==> src/rtl/reaction_ctrl.sv <==
// Reaction-timer round controller: ms tick divider, LFSR pre-delay, reaction
// timing with saturation, and high-score tracking for the HEX/LED display path.
module reaction_ctrl #(
  parameter int          TICK_DIV       = 50000,
  parameter int          TIME_W         = 14,
  parameter int          MAX_MS         = 9999,
  parameter int          MIN_DELAY_MS   = 1000,
  parameter int          RANGE_LOG2     = 11,
  parameter int          DLY_W          = 13,
  parameter logic [15:0] LFSR_SEED      = 16'hACE1,
  parameter bit          FALSE_START_EN = 1'b1
) (
  input  logic              clk,
  input  logic              rst,
  input  logic              start,
  input  logic              react,
  input  logic              show_hi,
  input  logic              clear_hi,
  input  logic              buffs_mode,
  output logic [2:0]        state,
  output logic              go_led,
  output logic              ms_tick,
  output logic [TIME_W-1:0] react_time,
  output logic [TIME_W-1:0] hi_score,
  output logic              hi_valid,
  output logic              new_hi,
  output logic              timeout,
  output logic              false_start
);

  typedef enum logic [2:0] {
    HI_SCORE    = 3'd0,
    DELAYING    = 3'd1,
    TIMING      = 3'd2,
    DISPLAYING  = 3'd3,
    GO_BUFFS    = 3'd4,
    FALSE_START = 3'd5
  } state_t;

  localparam int                TCW       = (TICK_DIV > 1) ? $clog2(TICK_DIV) : 1;
  localparam logic [TCW-1:0]    TICK_LAST = TCW'(TICK_DIV - 1);
  localparam logic [15:0]       LFSR_MASK = 16'hB400;
  localparam logic [TIME_W-1:0] MAX_T     = TIME_W'(MAX_MS);
  localparam logic [TIME_W-1:0] MAX_M1    = TIME_W'(MAX_MS - 1);
  localparam logic [DLY_W-1:0]  DLY_MIN   = DLY_W'(MIN_DELAY_MS);

  state_t             cur;
  logic [TCW-1:0]     tick_cnt;
  logic [TCW-1:0]     tick_nxt;
  logic [15:0]        lfsr;
  logic [DLY_W-1:0]   dly_cnt;
  logic [DLY_W-1:0]   dly_load;
  logic [TIME_W-1:0]  ms_cnt;
  logic               hi_better;

  assign state = cur;

  always_comb begin
    tick_nxt = (tick_cnt == TICK_LAST) ? '0 : tick_cnt + TCW'(1);
  end

  // ms_tick is registered so it is high exactly while tick_cnt sits at TICK_LAST.
  always_ff @(posedge clk) begin
    if (rst) begin
      tick_cnt <= '0;
      ms_tick  <= 1'b0;
    end else begin
      tick_cnt <= tick_nxt;
      ms_tick  <= (tick_nxt == TICK_LAST);
    end
  end

  always_ff @(posedge clk) begin
    if (rst) begin
      lfsr <= LFSR_SEED;
    end else if (lfsr[0]) begin
      lfsr <= (lfsr >> 1) ^ LFSR_MASK;
    end else begin
      lfsr <= lfsr >> 1;
    end
  end

  always_comb begin
    dly_load  = DLY_MIN + DLY_W'(lfsr[RANGE_LOG2-1:0]);
    hi_better = !hi_valid || (ms_cnt < hi_score);
  end

  always_ff @(posedge clk) begin
    if (rst) begin
      cur         <= HI_SCORE;
      dly_cnt     <= '0;
      ms_cnt      <= '0;
      react_time  <= '0;
      hi_score    <= MAX_T;
      hi_valid    <= 1'b0;
      new_hi      <= 1'b0;
      timeout     <= 1'b0;
      false_start <= 1'b0;
      go_led      <= 1'b0;
    end else begin
      new_hi <= 1'b0;
      if (buffs_mode) begin
        cur    <= GO_BUFFS;
        go_led <= 1'b0;
      end else begin
        case (cur)
          HI_SCORE, DISPLAYING, FALSE_START: begin
            if (start) begin
              cur         <= DELAYING;
              dly_cnt     <= dly_load;
              timeout     <= 1'b0;
              false_start <= 1'b0;
            end else if (show_hi && cur != HI_SCORE) begin
              cur <= HI_SCORE;
            end
          end
          DELAYING: begin
            if (react && FALSE_START_EN) begin
              cur         <= FALSE_START;
              false_start <= 1'b1;
            end else if (ms_tick) begin
              if (dly_cnt == '0) begin
                cur    <= TIMING;
                ms_cnt <= '0;
                go_led <= 1'b1;
              end else begin
                dly_cnt <= dly_cnt - DLY_W'(1);
              end
            end
          end
          TIMING: begin
            // react samples ms_cnt before any same-cycle increment, so a react
            // on the final tick is recorded as MAX_MS-1 rather than a timeout.
            if (react) begin
              cur        <= DISPLAYING;
              go_led     <= 1'b0;
              react_time <= ms_cnt;
              if (hi_better && !clear_hi) begin
                hi_score <= ms_cnt;
                hi_valid <= 1'b1;
                new_hi   <= 1'b1;
              end
            end else if (ms_tick) begin
              if (ms_cnt >= MAX_M1) begin
                cur        <= DISPLAYING;
                go_led     <= 1'b0;
                ms_cnt     <= MAX_T;
                react_time <= MAX_T;
                timeout    <= 1'b1;
              end else begin
                ms_cnt <= ms_cnt + TIME_W'(1);
              end
            end
          end
          GO_BUFFS: begin
            cur <= HI_SCORE;
          end
          default: begin
            cur    <= HI_SCORE;
            go_led <= 1'b0;
          end
        endcase
        if (clear_hi) begin
          hi_score <= MAX_T;
          hi_valid <= 1'b0;
        end
      end
    end
  end

endmodule

==> config.mk <==
export PLATFORM = sky130hd
export DESIGN_NAME = reaction_ctrl
export DESIGN_NICKNAME = d
export VERILOG_FILES = /design/src/rtl/reaction_ctrl.sv
export SDC_FILE = /design/constraint.sdc
export NUM_CORES = 1
export LEC_CHECK = 0
export CORE_ASPECT_RATIO = 1.25
export CORE_MARGIN = 1
export CORE_UTILIZATION = 35
export DETAILED_ROUTE_END_ITERATION = 10
export SYNTH_ARGS = -nofsm -noshare
export SYNTH_HDL_FRONTEND = slang
export SYNTH_SLANG_ARGS = --single-unit
==> constraint.sdc <==
create_clock -name clk -period 5.05 [get_ports clk]
set_input_delay 0.505 -clock clk [delete_from_list [all_inputs] [get_ports clk]]
set_output_delay 0.505 -clock clk [all_outputs]
set_load 0.03 [all_outputs]
==> impl_metrics.tcl <==
set metrics [dict create \
    grt_max_degree 51 \
    final_antenna_net_count 0 \
    dp_hpwl_mm 8.32 \
    max_slew_margin_pct 37.0 \
    ys_seq_area_share_pct 39.8 \
    path_class "primary input to flop" \
    final_max_slew_viol_count 0 \
    grt_pass1_vias 3929 \
    postPlaceCellArea_sq_mm 0.00534 \
    grt_pass1_wl_mm 19.4 \
    setup_viol 0 \
    fin_setup_tns_ns 0 \
    clkLatencyLatePin_ns 0.34 \
    path_clk_slew_ns 0.06 \
    htreeDepth 3 \
    post_cts_buffers 0 \
    hold_viol 0 \
    diodes 0 \
    drt_first_pass_iters 5 \
    syn_inst 554 \
    ctsHoldBuffers 0 \
    utilization_pct 42.1 \
    drive_gt1_share_pct 10.1 \
    syn_area_sq_mm 0.00482 \
    powerDensity_mw_per_mm2 286 \
    cts-root-buf "clkbuf_16" \
    antenna_found_initial 0 \
    synth-compound-area-share_pct 21.5 \
    fillCellCount 1314 \
    synth_mux_area_share_pct 0.415 \
    die_w_microns 107 \
    clkSinkCount 96 \
    route.vias.total 4128 \
    synth_fa_ha_area_share_pct 4.93 \
    hp-class "flop to flop" \
    cp_data_arrival_time_ns 2.75 \
    synthFlopType "dfxtp_1" \
    finalNetCount 609 \
    ys_warn_count 0 \
    routed_wirelength_mm 11.7 \
    grtUsageTotal_pct 17.2 \
    fin_crit_sh_pct 50.3 \
    required_ns 5.27 \
    rows 47 \
    die_y_microns 133 \
    viasPerCell 5.45 \
    post-route-min-period_ns 2.54 \
    ys_types 78 \
    leakagePower_uw 0.00215 \
    rsz0062_at_grt "no" \
    grt_remaining_overflow 0 \
    final_cell_mix "dfxtp_1, nor2_1, clkdlybuf4s50_1" \
    synth_edf_count 0 \
    start_kind "primary input" \
    fp.coreArea_sq_mm 0.0133 \
    yosys.area_share.simple_pct 23.8 \
    cts_tree "done" \
    syn2layout_area_growth_pct 16.6 \
    vdd_drop_max_mv 0.168 \
    numPortBuffers 43 \
    route.detailed.drc 0 \
    synth_top_family_by_area "simple AND/OR/NAND/NOR gates" \
    drt_iter0_drc 265 \
    drv_cap 0 \
    synthArstFlopShare_pct 0 \
    cp-end-kind "flop" \
    syn_nets 580 \
    fin_skew_ns 0.00554 \
    io_pins 44 \
    yosys.area_share.xor_xnor_pct 4.54 \
    initial_core_util_pct 36.1 \
    cts_buffers 9 \
    cp_max_fo 15 \
    fmax_ghz 0.394 \
    rrSetupSlack_ns 2.52 \
    dieArea_sq_mm 0.0143 \
    worst_pin_slew_ns 0.945 \
    status "finished, final reports clean" \
    gp_congestion 0.817 \
    final_cell_area_sq_mm 0.00562 \
    layout_commonest_cell "dfxtp_1" \
    postSynthAreaPerCell_sq_um 8.71 \
    cts_buffer_depth 2 \
    ctsResizeCount 0 \
    ys_ff_latch 96 \
    wire_per_inst_microns 15.4 \
]
## per-stage QoR
step / cells / setup slack, ns / total power, uW / hold WS (ns)
final: 758 / 2.51 / 1610 / 0.422
after CTS: 758 / 2.51 / 1620 / 0.425
after global placement: 743 / 2.23 / 944 / 0.397
after detailed placement: 743 / 2.17 / 946 / 0.407
after global routing: 758 / 2.23 / 1670 / 0.449
after floorplan: 554 / 2.58 / 914 / 0.389
## layout make-up
type	count	area (sq um)	area share (%)
Tap cell	171	214	3.81
Clock buffer	10	229	4.07
Sequential cell	96	1920	34.2
Multi-Input combinational cell	406	2660	47.3
Timing Repair Buffer	46	448	7.97
Inverter	24	90.1	1.60
Clock inverter	5	58.8	1.05
## registers in the layout, indices dropped and copies added (netlist names)
register / flops
lfsr: 16
tick_cnt: 16
hi_score: 14
ms_cnt: 14
react_time: 14
dly_cnt: 13
state: 3
false_start: 1
go_led: 1
hi_valid: 1
ms_tick: 1
new_hi: 1
timeout: 1
## worst max-delay path, cell delays in order
cell and delay, ns:
clkdlybuf4s50_1 0.61, nand2b_1 0.34, nor4_2 0.32, o2bb2ai_1 0.48, o21ai_0 0.20, a22oi_1 0.23, nor2_1 0.05
## layer usage
| metal | part of all wire (%) | global-route usage, % |
|---|---|---|
| met3 | 3.7 | 3.52 |
| met4 | 2.4 | 7.08 |
| met5 | 0 | 0 |
| met2 | 49 | 28.6 |
| met1 | 45 | 21.6 |
## synth_stat cells, drive strengths merged (2+ instances only)
master | n | share of area, %
a21o | 2 | 0.31
nor2b | 10 | 1.3
nand4 | 13 | 1.9
nor3 | 16 | 1.9
a22oi | 17 | 2.6
a311oi | 2 | 0.36
ha | 19 | 4.9
and2 | 3 | 0.44
a211oi | 4 | 0.73
nand2 | 39 | 3.1
nor3b | 4 | 0.73
a21oi | 29 | 3.0
o31a | 2 | 0.36
a31oi | 7 | 0.91
or3 | 4 | 0.52
mux2i | 2 | 0.42
clkbuf | 16 | 1.2
a2bb2oi | 7 | 1.3
a211o | 3 | 0.54
nor4b | 2 | 0.49
or4 | 3 | 0.54
nand2b | 7 | 0.91
nand3 | 12 | 1.2
o31ai | 2 | 0.60
o211ai | 2 | 0.31
or3b | 2 | 0.36
or2 | 9 | 1.2
a2111oi | 2 | 0.39
inv | 24 | 1.9
o21ai | 40 | 4.4
o22ai | 2 | 0.26
xnor2 | 12 | 2.2
o221a | 9 | 2.1
dfxtp | 96 | 40
buf | 12 | 1.9
xor2 | 13 | 2.4
nor2 | 65 | 5.2
nor4 | 6 | 1.2
a22o | 7 | 1.3
and3 | 10 | 1.3
## final timing paths
kind | startpoint | to | depth (start not counted)
setup reg to reg | ms_cnt[9]$_SDFFE_PP0P_ | hi_score[0]$_SDFFE_PP1P_ | 8
hold reg to reg | lfsr[12]$_SDFF_PP0_ | lfsr[11]$_SDFF_PP1_ | 1
setup / recovery | react | dly_cnt[6]$_SDFFE_PP0P_ | 7
hold / removal | lfsr[12]$_SDFF_PP0_ | lfsr[11]$_SDFF_PP1_ | 1
## power breakdown
part | switching, uW | internal [uW]
sequential | 20.8 | 775
clock | 296 | 381
combinational | 78.8 | 54.6
total | 395 | 1210
## kinds of logic (layout without fill, tap and decap cells)
logic type,Yosys count,count (layout)
muxes,2,2
xor gates and xnor gates,25,25
AOI/OAI and AO/OA,148,148
buffers and inverters,52,85
and+or+nand+nor,212,212
adders and majority gates,19,19
DFF,96,96
Note: power is estimated with default switching activity, not from simulation.
